===== config.mk =====
export PLATFORM = sky130hd
export DESIGN_NAME = jk_bank_driver
export DESIGN_NICKNAME = d
export VERILOG_FILES = /design/src/rtl/jk_bank_driver.sv
export SDC_FILE = /design/constraint.sdc
export NUM_CORES = 1
export LEC_CHECK = 0
export ABC_AREA = 1
export CAP_MARGIN = 20
export CORE_MARGIN = 1
export CORE_UTILIZATION = 48
export DETAILED_ROUTE_END_ITERATION = 16
export MAX_ROUTING_LAYER = met4
export PLACE_DENSITY = 0.8
export SLEW_MARGIN = 0
export SYNTH_ARGS = -nofsm -noshare
export SYNTH_HDL_FRONTEND = slang
export SYNTH_SLANG_ARGS = --single-unit

===== constraint.sdc =====
create_clock -name clk -period 1.3 [get_ports clk]
set_input_delay 0.39 -clock clk [delete_from_list [all_inputs] [get_ports clk]]
set_output_delay 0.39 -clock clk [all_outputs]
set_load 0.01 [all_outputs]

===== src/rtl/jk_bank_driver.sv =====
// Drives a bank of external JK flops to a requested value from the JK excitation table.
// Each drive is checked against Q feedback and retried a bounded number of times.

module jk_exc_lane #(
    parameter int TOGGLE_MODE = 0
) (
    input  logic       q,
    input  logic       t,
    output logic [1:0] jk
);
    always_comb begin
        jk = 2'b00;
        if (q != t) jk = (TOGGLE_MODE != 0) ? 2'b11 : {t, ~t};
    end
endmodule

module jk_bank_driver #(
    parameter int WIDTH       = 4,
    parameter int TOGGLE_MODE = 0,
    parameter int MAX_RETRY   = 2
) (
    input  logic               clk,
    input  logic               rst_n,
    input  logic               tgt_valid,
    input  logic [WIDTH-1:0]   tgt,
    output logic               tgt_ready,
    input  logic [WIDTH-1:0]   q_fb,
    output logic [2*WIDTH-1:0] jk,
    output logic               busy,
    output logic               done,
    output logic               err
);
    typedef enum logic [1:0] {IDLE, DRIVE, CHECK} state_t;

    state_t                  state, state_d;
    logic [WIDTH-1:0]        tgt_r, tgt_d, exc_tgt;
    logic [3:0]              retry_cnt, retry_d;
    logic [2*WIDTH-1:0]      jk_d;
    logic                    done_d, err_d;
    logic [WIDTH-1:0][1:0]   lane_jk;

    // Excitation is taken against the live request in IDLE, the latched copy on retries.
    assign exc_tgt = (state == IDLE) ? tgt : tgt_r;

    jk_exc_lane #(.TOGGLE_MODE(TOGGLE_MODE)) u_lane [WIDTH-1:0] (
        .q  (q_fb),
        .t  (exc_tgt),
        .jk (lane_jk)
    );

    assign busy      = (state != IDLE);
    assign tgt_ready = (state == IDLE) & rst_n;

    always_comb begin
        state_d = state;
        tgt_d   = tgt_r;
        retry_d = retry_cnt;
        jk_d    = '0;
        done_d  = 1'b0;
        err_d   = err;
        case (state)
            IDLE: begin
                if (tgt_valid && tgt_ready) begin
                    tgt_d   = tgt;
                    err_d   = 1'b0;
                    retry_d = '0;
                    jk_d    = lane_jk;
                    state_d = DRIVE;
                end
            end
            DRIVE: state_d = CHECK;
            CHECK: begin
                if (q_fb == tgt_r) begin
                    done_d  = 1'b1;
                    state_d = IDLE;
                end else if (retry_cnt < 4'(MAX_RETRY)) begin
                    retry_d = retry_cnt + 4'd1;
                    jk_d    = lane_jk;
                    state_d = DRIVE;
                end else begin
                    err_d   = 1'b1;
                    state_d = IDLE;
                end
            end
            default: state_d = IDLE;
        endcase
    end

    always_ff @(posedge clk or negedge rst_n) begin
        if (!rst_n) begin
            state     <= IDLE;
            tgt_r     <= '0;
            retry_cnt <= '0;
            jk        <= '0;
            done      <= 1'b0;
            err       <= 1'b0;
        end else begin
            state     <= state_d;
            tgt_r     <= tgt_d;
            retry_cnt <= retry_d;
            jk        <= jk_d;
            done      <= done_d;
            err       <= err_d;
        end
    end
endmodule


### Word level (Yosys, flattened, before mapping)

Cells that the tools add are included.
Widths: inputs -> output; s select.

| storage, ports and cells | value |
|---|---|
| register bits | 20 |
| input bits | 11 |
| word-level logic and storage cells | 54 |

| cells by class | value |
|---|---|
| add/subtract/negate cells | 1 |
| magnitude comparators | 1 |
| equal/unequal tests | 11 |
| multiplexer cells | 23 |
| bitwise operators | 5 |
| reductions and logical operators | 7 |

Operators with widths:

| cell | number |
|---|---|
| $mux 8 | 3 |
| $mux 4 | 4 |
| $pmux 8 s2 | 1 |
| $mux 2 | 5 |
| $pmux 4 s2 | 1 |
| $reduce_and 4->1 | 2 |
| $mux 1 | 7 |
| $ne 2x2->1 const B | 3 |
| $pmux 2 s3 | 1 |
| $add 4x1->4 const B | 1 |
| $eq 4x4->1 | 1 |
| $lt 4x2->1 const B | 1 |
| $ne 1x1->1 | 4 |
| $not 1->1 | 4 |
| $reduce_bool 2->1 | 2 |
| $eq 2x1->1 const B | 1 |
| $eq 2x2->1 const B | 1 |
| $logic_not 2->1 | 1 |
| $ne 2x1->1 const B | 1 |
| $pmux 1 s2 | 1 |
| $reduce_and 2->1 | 1 |
| $and 1x1->1 | 1 |
| $logic_and 1x1->1 | 1 |

### Logic depth before layout (Yosys ltp)

Gate-level depths: netlist of run 1.

| depth | value |
|---|---|
| depth after elaboration | 7 |
| mapped depth | 9 |
| depth with buffers taken out | 8 |

### By module

A second synthesis of run 1 with hierarchy kept.

| unflattened totals | value |
|---|---|
| cell total of the unflattened synthesis | 136 |
| area, all modules | 1,097.3 um^2 |

By module, submodules not included:

| module | times used | cells each | area an instance (um^2) | seq. area each (um^2) |
|---|---|---|---|---|
| jk_bank_driver | 1 | 120 | 1,037.2 | 500.5 |
| jk_exc_lane | 4 | 4 | 15.0 | 0.0 |

### Least setup slack after synthesis of run 1

No wires, ideal clock.

| timing | value |
|---|---|
| path kind | register to register |
| start | register state[0] |
| end | register tgt_r[1] |
| library setup time | 0.121 ns |
| arrival | 1.068 ns |
| required time | 1.179 ns |
| setup slack | 0.111 ns |
| stages on the path, launching flop included | 8 |
| path through | dfrtp_1 -> nor2_4 -> inv_4 -> nor2_8 -> nand2_4 -> buf_6 -> nor2_1 -> a21oi_1 |

| on the way | value |
|---|---|
| cells in the longest elaborated chain, start to end | 4 |

RTL lines:

| what | RTL line | text |
|---|---|---|
| from (decl) | 35 | `state_t state, state_d;` |
| from (signal assigned) | 98 | `state <= state_d;` |
| $logic_not 2->1 | 52 | `assign tgt_ready = (state == IDLE) & rst_n;` |
| $and 1x1->1 | 52 |  |
| net tgt_ready | 26 | `output logic tgt_ready,` |
| $logic_and 1x1->1 | 63 | `if (tgt_valid && tgt_ready) begin` |
| $reduce_and 2->1 (no source line) | n/a |  |
| to (signal assigned) | 99 | `tgt_r <= tgt_d;` |
| to (decl) | 36 | `logic [WIDTH-1:0] tgt_r, tgt_d, exc_tgt;` |

The timed path passes the listed nets, and every way through them passes these cells.
A chain may end at the register's enable or synchronous reset.

### Worst setup path in the final report of run 1

| timing | value |
|---|---|
| start | register state[0] |
| end | output port busy |

| on the way | value |
|---|---|
| cells in the longest elaborated chain, start to end | 1 |

RTL lines:

| what | RTL line | text |
|---|---|---|
| $reduce_bool 2->1 | 51 | `assign busy = (state != IDLE);` |
| to (decl) | 29 | `output logic busy,` |

No other way between the ends.

==> tab_implementation.tex, run 1 <==
\begin{tabular}{lr}
\hline
Metric & Value \\
\hline
\multicolumn{2}{l}{\textbf{Yosys}} \\
\quad Sequential cell area fraction in the yosys report & 0.492 \\
\quad Number of cells produced by synthesis & about 120 \\
\quad Post-synth design cell area & between 1000 and 1500 um\^{}2 \\
\quad Number of flops mapped to enable cells by yosys & 0 \\
\quad Synth Register Bits & 20 \\
\quad Fraction of synthesized cell area taken by the top area cell type & 0.492 \\
\quad Most frequent cells after synthesis & sky130\_fd\_sc\_hd\_\_nand2\_1, sky130\_fd\_sc\_hd\_\_dfrtp\_1, sky130\_fd\_sc\_hd\_\_inv\_1 \\
\quad Multiplexer area fraction after synthesis & 0 \\
\quad Combinational family with the most area after synthesis & simple AND/OR/NAND/NOR gates \\
\quad Share of synthesized cell area in and, or, nand and nor gates & 0.301 \\
\quad Cell with the most instances after synthesis & sky130\_fd\_sc\_hd\_\_nand2\_1 \\
\quad Synth Net Count & approximately 130 \\
\quad Count of synthesis-stage warnings from yosys & 0 \\
\quad Adder and majority gate portion of the synthesized area & 0.0123 \\
\quad Number of library cell types mapped by synthesis & 19 \\
\quad Dominant synthesized flop cell & sky130\_fd\_sc\_hd\_\_dfrtp\_1 \\
\quad Avg Synthesized Cell Area & 8.85 um\^{}2 \\
\quad Post-synthesis compound-gate area fraction & 0.0984 \\
\quad Synth area leaders & sky130\_fd\_sc\_hd\_\_dfrtp\_1, sky130\_fd\_sc\_hd\_\_nand2\_1, sky130\_fd\_sc\_hd\_\_a21oi\_2 \\
\quad Xor/xnor share of the synthesized area & 0.00861 \\
\quad Async set or reset register ratio after synthesis & 1.00 \\
\quad Yosys top cell by area & sky130\_fd\_sc\_hd\_\_dfrtp\_1 \\
\multicolumn{2}{l}{\textbf{Timing}} \\
\quad Minimum clock period after layout & about 1.6 ns \\
\quad Clock Skew & between 0.008 and 0.009 ns \\
\quad Final Hold Vio Count & 0 \\
\quad Rel. slew slack & 0.792 \\
\quad Final worst path period share & 1.20 \\
\quad Unrepaired setup endpoints after global routing & true \\
\quad Minimum setup slack in the final design & -0.259 ns \\
\quad Maximum achievable frequency & $\sim$640 MHz \\
\quad Max Slew Vio Count & 0 \\
\quad Slew at the pin closest to its max-slew limit & a little over 0.3 ns \\
\quad Sum of negative setup slack & -0.500 ns \\
\quad Total of endpoints with negative setup slack in the final report & 2 \\
\multicolumn{2}{l}{\textbf{GRT}} \\
\quad Maximum number of pins on one net before global-route repair & 23 \\
\quad Total gr overflow & 0 \\
\quad Vias in the first global route & 730 \\
\quad Global-route usage over all layers & 0.206 \\
\quad Number of antenna violations at the first check in global routing & 0 \\
\quad Wire length of the first global-routing pass & slightly above 3000 um \\
\multicolumn{2}{l}{\textbf{Floorplan}} \\
\quad Standard-cell rows & 16 \\
\quad Core Footprint & around 2000 um\^{}2 \\
\quad Total die area & between 2000 and 2500 um\^{}2 \\
\quad Die width & approximately 48 um \\
\quad Starting Density & 0.513 \\
\quad IO Pins & 23 \\
\quad Die Y & 48.0 um \\
\multicolumn{2}{l}{\textbf{Status}} \\
\quad Violations in the final reports & setup timing \\
\quad Run status & finished, violations left \\
\multicolumn{2}{l}{\textbf{Clocking}} \\
\quad Post-cts hold buffer count & 0 \\
\quad Cts bufs inserted & 3 \\
\quad Count of clock tree sinks & 20 \\
\quad Bufs on Longest Clock Path & 2 \\
\quad Cell chosen for the clock root & sky130\_fd\_sc\_hd\_\_clkbuf\_4 \\
\quad Clock transition at the registers of the reported paths & $\sim$0.11 ns \\
\quad \# H-tree levels & 1 \\
\quad CTS tree & done \\
\quad Insertion delay of the later-clocked pin in the worst-skew pair & 0.30 ns \\
\multicolumn{2}{l}{\textbf{Power}} \\
\quad Reported leakage power & between 0.7 and 0.8 nW \\
\quad Seq pwr share & 0.335 \\
\quad Portion of total power attributed to the clock network & 0.100 \\
\quad Internal power of the cells & $\sim$1.6 mW \\
\quad Worst voltage drop across the vdd grid & approximately 1.3 mV \\
\quad Comb power frac & 0.565 \\
\quad Net switching power figure & about 1.3 mW \\
\quad PwrDens & between 2000 and 2500 nW/um\^{}2 \\
\quad Sw Ratio & 0.434 \\
\multicolumn{2}{l}{\textbf{Critical path}} \\
\quad Data arrival time of the critical path & around 1.2 ns \\
\quad Start point of the critical path & state[0]\$\_DFFE\_PN0P\_ \\
\quad Critical path startpoint category & register \\
\quad Maximum net fanout on the critical path & 3 \\
\quad Crit Path Class & reg2out \\
\quad Destination of the worst register-to-register timing path & retry\_cnt[2]\$\_DFFE\_PN0P\_ \\
\quad Number of cell instances on the worst register-to-register path & 7 \\
\quad Endpoint kind of the worst setup timing path & output port \\
\quad Register-to-register setup slack & approximately 0.020 ns \\
\quad Termination of the worst setup path & busy \\
\quad Required @ worst endpoint & 0.91 ns \\
\quad Critical register-to-register path startpoint & state[0]\$\_DFFE\_PN0P\_ \\
\multicolumn{2}{l}{\textbf{Place}} \\
\quad Placed inst area & $\sim$1300 um\^{}2 \\
\quad Post-detail-place hpwl & between 1000 and 1500 um \\
\quad Port-buffer cells & 22 \\
\quad Global placement routability congestion & 0.780 \\
\multicolumn{2}{l}{\textbf{Drt}} \\
\quad Drt wl/cell & 12.7 um \\
\quad Vias post-DR & $\sim$900 \\
\quad DRT Wirelength & 2240 um \\
\quad Via-to-Cell Ratio & 4.98 \\
\quad Number of routed nets with antenna violations & 0 \\
\quad Detailed-routing iteration count for the pre-antenna-repair pass & 6 \\
\quad Number of violations reported at the end of detailed-routing iteration 0 & 24 \\
\quad Final routed DRC violation total & 0 \\
\multicolumn{2}{l}{\textbf{Flow run}} \\
\quad Max-cap violations & 0 \\
\multicolumn{2}{l}{\textbf{Layout}} \\
\quad Area growth syn-to-layout & 32.2\% \\
\quad Cell area after layout & roughly 1300 um\^{}2 \\
\quad Final net count & 163 \\
\quad Proportion of layout cells with a drive suffix above 1 & 0.349 \\
\quad Number of antenna diodes & 0 \\
\multicolumn{2}{l}{\textbf{Min path}} \\
\quad Hold/Removal Path Class & in2async \\
\hline
\end{tabular}
## state kept, by name (all words and copies together) (netlist names)
register   count
retry_cnt      4
jk             8
err            1
state          2
tgt_r          4
done           1
## cells by family after synthesis
logic type	after synthesis
AND/OR/NAND/NOR	62
flip-flops	20
buffers and inverters	17
AO/OA/AOI/OAI	14
XOR/XNOR	1
adder cells (fa/ha/maj)	1
## layout make-up
| class | instances | area, um^2 |
|---|---|---|
| Clock buffer | 3 | 22.5 |
| Sequential cell | 20 | 500 |
| Multi-Input combinational cell | 79 | 474 |
| Timing Repair Buffer | 33 | 256 |
| Fill cell | 170 | 637 |
| Inverter | 14 | 57.6 |
| Tap cell | 27 | 33.8 |
## critical path: stages (launching register included)
cell and delay (ns):
sky130_fd_sc_hd__dfrtp_1 0.42, sky130_fd_sc_hd__nor2_4 0.15, sky130_fd_sc_hd__inv_4 0.07, sky130_fd_sc_hd__buf_6 0.12, sky130_fd_sc_hd__buf_6 0.11
## per-layer routing
metal / part of all wire / routed length (um) / vias to the layer above / GRT usage
li1: - / - / 432 / -
met1: 0.41 / 912 / 417 / 0.244
met2: 0.53 / 1200 / 23 / 0.324
met3: 0.041 / 91 / 4 / 0.0453
met4: 0.018 / 40 / 0 / 0.111
met5: 0 / 0 / - / -
## metrics by stage
stage	hold slack, ns	utilization	setup WS [ns]	total power [mW]	instances
after floorplan	0.0944	-	0.111	1.89	115
after global placement	0.492	0.658	-0.780	2.38	170
after detailed placement	0.500	0.658	-0.759	2.44	170
after CTS	0.231	0.680	-0.262	2.79	175
after global routing	0.245	0.679	-0.314	3.12	176
final	0.230	0.679	-0.259	2.90	176
## placed cells by master (no fill, tap or decap), drive strengths merged
cell type,count
clkbuf,11
buf,15
dlygate4sd2,5
nand3,9
inv,14
xor2,1
nand3b,1
a21oi,14
dfrtp,20
nor2,13
nand2,40
clkdlybuf4s50,5
ha,1
## timing repair
item                                    4_1_cts  5_1_grt
gates cloned                                  0        1
endpoints found under the setup margin       31       20
pin swaps                                     3        5
buffers inserted                              2        1
resized for setup                            41       18
## how the worst min path moves through the flow
stage,startpoint,to,slack (ns),cells past startpoint
final,rst_n,jk[2]$_DFF_PN0_,0.23,2
after detailed placement,retry_cnt[3]$_DFFE_PN0P_,retry_cnt[3]$_DFFE_PN0P_,0.50,2
after global placement,retry_cnt[3]$_DFFE_PN0P_,retry_cnt[3]$_DFFE_PN0P_,0.49,2
after global routing,rst_n,jk[3]$_DFF_PN0_,0.25,2
after CTS,rst_n,jk[2]$_DFF_PN0_,0.23,2
after floorplan,rst_n,done$_DFF_PN0_,0.09,0
## power groups by stage
stage          sequential, mW  combinational, mW  clock, mW
6_report                0.971               1.64      0.291
5_1_grt                 0.995               1.79      0.332
4_1_cts                 0.963               1.52      0.302
3_5_place_dp            0.976               1.46          0
3_3_place_gp            0.962               1.42          0
2_1_floorplan            1.00              0.882          0
Power figures use the tool's default switching activity.
==> run 2: changes to the inputs <==
--- a/config.mk
+++ b/config.mk
@@ -7,8 +7,10 @@
 export LEC_CHECK = 0
 export ABC_AREA = 1
 export CAP_MARGIN = 20
+export CELL_PAD_IN_SITES_DETAIL_PLACEMENT = 1
+export CELL_PAD_IN_SITES_GLOBAL_PLACEMENT = 1
 export CORE_MARGIN = 1
-export CORE_UTILIZATION = 48
+export CORE_UTILIZATION = 36
 export DETAILED_ROUTE_END_ITERATION = 16
 export MAX_ROUTING_LAYER = met4
 export PLACE_DENSITY = 0.8
==> tab_implementation.tex, run 2 (synthesized netlist as in run 1, its figures left out) <==
\begin{tabular}{lr}
\hline
Metric & Value \\
\hline
\multicolumn{2}{l}{\textbf{Status}} \\
\quad Run status & finished, violations left \\
\quad Violations in the final reports & setup timing \\
\multicolumn{2}{l}{\textbf{Critical path}} \\
\quad Number of cell instances on the worst register-to-register path & 8 \\
\quad Endpoint kind of the worst setup timing path & output port \\
\quad Register-to-register setup slack & -0.13 ns \\
\quad Crit Path Class & reg2out \\
\quad Critical Path Max Stage Delay & 0.43 ns \\
\quad Maximum net fanout on the critical path & 4 \\
\quad Ordered list of cells on the worst path & nor2\_4 -> inv\_4 -> nor2\_8 -> buf\_6 \\
\quad Critical register-to-register path startpoint & state[0]\$\_DFFE\_PN0P\_ \\
\quad Buffers and inverters on the worst path & 2 \\
\quad Cell with the biggest individual delay on the critical path & sky130\_fd\_sc\_hd\_\_dfrtp\_1 \\
\quad Required @ worst endpoint & around 0.91 ns \\
\quad Cell family with most CP delay & flip-flops \\
\quad Data arrival time of the critical path & 1.15 ns \\
\quad Critical path startpoint category & register \\
\quad Destination of the worst register-to-register timing path & err\$\_DFFE\_PN0P\_ \\
\multicolumn{2}{l}{\textbf{Drt}} \\
\quad Drt wl/cell & around 17 um \\
\quad Number of routed nets with antenna violations & 0 \\
\quad DRT Wirelength & 3230 um \\
\quad Detailed-routing iteration count for the pre-antenna-repair pass & 3 \\
\quad Final routed DRC violation total & 0 \\
\quad Vias post-DR & 965 \\
\quad Number of violations reported at the end of detailed-routing iteration 0 & 11 \\
\quad Via-to-Cell Ratio & $\sim$5 \\
\multicolumn{2}{l}{\textbf{Power}} \\
\quad Post-layout power & between 3 and 4 mW \\
\quad Worst voltage drop across the vdd grid & 1.42 mV \\
\quad Reported leakage power & between 0.8 and 0.9 nW \\
\quad PwrDens & roughly 2200 nW/um\^{}2 \\
\multicolumn{2}{l}{\textbf{GRT}} \\
\quad Wire length of the first global-routing pass & between 4000 and 5000 um \\
\quad Vias in the first global route & about 950 \\
\quad Total gr overflow & 0 \\
\quad Number of antenna violations at the first check in global routing & 0 \\
\quad Maximum number of pins on one net before global-route repair & 21 \\
\quad Global-route usage over all layers & 0.218 \\
\multicolumn{2}{l}{\textbf{Layout}} \\
\quad Filler Cell Count & between 200 and 300 \\
\quad Area growth syn-to-layout & 54.9\% \\
\quad Most frequent standard cell in the layout excluding fill and tap cells & sky130\_fd\_sc\_hd\_\_nand2\_1 \\
\quad FF/Latch Area & 500 um\^{}2 \\
\quad Max FFs per register & 8 \\
\quad Number of antenna diodes & 0 \\
\quad Largest regs & jk x8, retry\_cnt x4, tgt\_r x4 \\
\quad Final net count & 176 \\
\quad Combined area of the multi-input logic cells & approximately 600 um\^{}2 \\
\quad Commonest non-fill, non-tap cells in the layout & sky130\_fd\_sc\_hd\_\_nand2\_1, sky130\_fd\_sc\_hd\_\_dfrtp\_1, sky130\_fd\_sc\_hd\_\_buf\_4, sky130\_fd\_sc\_hd\_\_a21oi\_2, sky130\_fd\_sc\_hd\_\_buf\_2 \\
\quad Reg with most FFs & jk \\
\quad Proportion of layout cells with a drive suffix above 1 & 0.469 \\
\multicolumn{2}{l}{\textbf{Floorplan}} \\
\quad Core Footprint & between 2000 and 3000 um\^{}2 \\
\quad Starting Density & 0.396 \\
\quad Standard-cell rows & 18 \\
\quad IO Pins & 23 \\
\quad Die Y & between 50 and 60 um \\
\quad Die width & around 55 um \\
\quad Total die area & roughly 3000 um\^{}2 \\
\multicolumn{2}{l}{\textbf{Timing}} \\
\quad Minimum setup slack in the final design & -0.236 ns \\
\quad Final Hold Vio Count & 0 \\
\quad Slew at the pin closest to its max-slew limit & between 0.7 and 0.8 ns \\
\quad Rel. slew slack & 0.469 \\
\quad Maximum achievable frequency & roughly 650 MHz \\
\quad Clock Skew & 0.00651 ns \\
\quad Unrepaired setup endpoints after global routing & true \\
\quad Minimum clock period after layout & between 1.5 and 2 ns \\
\quad Max Slew Vio Count & 0 \\
\quad Total of endpoints with negative setup slack in the final report & 17 \\
\quad Sum of negative setup slack & -1.24 ns \\
\quad Final worst path period share & 1.18 \\
\multicolumn{2}{l}{\textbf{Place}} \\
\quad Port-buffer cells & 22 \\
\quad Pre-CTS setup slack & -0.696 ns \\
\quad Global placement routability congestion & between 0.7 and 0.8 \\
\quad Post-detail-place hpwl & 1800 um \\
\multicolumn{2}{l}{\textbf{Min path}} \\
\quad Hold/Removal Path Class & in2async \\
\multicolumn{2}{l}{\textbf{Flow run}} \\
\quad Max-cap violations & 0 \\
\multicolumn{2}{l}{\textbf{Clocking}} \\
\quad CTS tree & done \\
\quad Count of clock tree sinks & 20 \\
\quad Cts bufs inserted & 3 \\
\quad Bufs on Longest Clock Path & 2 \\
\quad Clock transition at the registers of the reported paths & around 0.12 ns \\
\quad \# H-tree levels & 1 \\
\quad Insertion delay of the later-clocked pin in the worst-skew pair & a little over 0.3 ns \\
\quad Cell chosen for the clock root & sky130\_fd\_sc\_hd\_\_clkbuf\_4 \\
\hline
\end{tabular}
-- run 2: cell count changes in the layout (fill, tap and decap cells not counted), moves of 2 or more --
cell	before	now
sky130_fd_sc_hd__nor2_4	2	6
sky130_fd_sc_hd__buf_4	9	16
sky130_fd_sc_hd__nand2_8	1	5
sky130_fd_sc_hd__buf_2	2	10
sky130_fd_sc_hd__clkbuf_2	8	1
sky130_fd_sc_hd__buf_12	0	2
sky130_fd_sc_hd__nor2_1	8	4
sky130_fd_sc_hd__a21oi_1	5	3
sky130_fd_sc_hd__nand2_2	0	3
sky130_fd_sc_hd__nand2_1	35	32
-- run 2: layer usage --
metal  share of wire  global-route usage  vias up
li1                -                   -      459
met1            0.42               0.242      481
met2            0.53               0.384       19
met3           0.029              0.0410        6
met4           0.017              0.0875        0
met5               0                   -        -
-- run 2: timing repair --
action | in CTS | in global routing
pin swaps | 7 | 20
gates cloned | 2 | 2
buffers inserted | 3 | 8
setup endpoints to repair | 31 | 22
resized for setup | 59 | 31
hold buffers | 0 | 0
-- run 2: where the power goes --
group          leakage, nW  internal, mW  total [mW]  switching, mW
Combinational        0.552         0.939        2.13           1.19
Sequential           0.258         0.828       0.980          0.151
Clock               0.0138         0.108       0.306          0.198
Total                0.824          1.88        3.41           1.54
-- run 2: cell type report --
cell class,count,share of cell area
timing repair buffer,43,0.226
tap,30,0.0238
inverter,14,0.0365
clock buffer,3,0.0143
sequential,20,0.318
multi-input combinational,82,0.381
-- run 2: worst max-delay path by stage --
stage | from | slack [ns] | endpoint | depth (start not counted)
after global placement | rst_n | -0.70 | tgt_ready | 4
after floorplan | state[0]$_DFFE_PN0P_ | 0.11 | tgt_r[1]$_DFFE_PN0P_ | 7
after detailed placement | rst_n | -0.70 | tgt_ready | 4
final | state[0]$_DFFE_PN0P_ | -0.24 | tgt_ready | 4
after global routing | state[0]$_DFFE_PN0P_ | -0.28 | tgt_ready | 4
after CTS | state[1]$_DFFE_PN0P_ | -0.24 | tgt_ready | 4
-- run 2: stage by stage --
| step | cell area, um^2 | std cells | hold slack, ns | utilization |
|---|---|---|---|---|
| 5_1_grt | 1580 | 192 | 0.233 | 0.614 |
| 2_1_floorplan | 1020 | 115 | 0.0944 | - |
| 3_5_place_dp | 1330 | 176 | 0.506 | 0.519 |
| 4_1_cts | 1390 | 184 | 0.213 | 0.540 |
| 6_report | 1580 | 192 | 0.201 | 0.614 |
| 3_3_place_gp | 1330 | 176 | 0.496 | 0.519 |
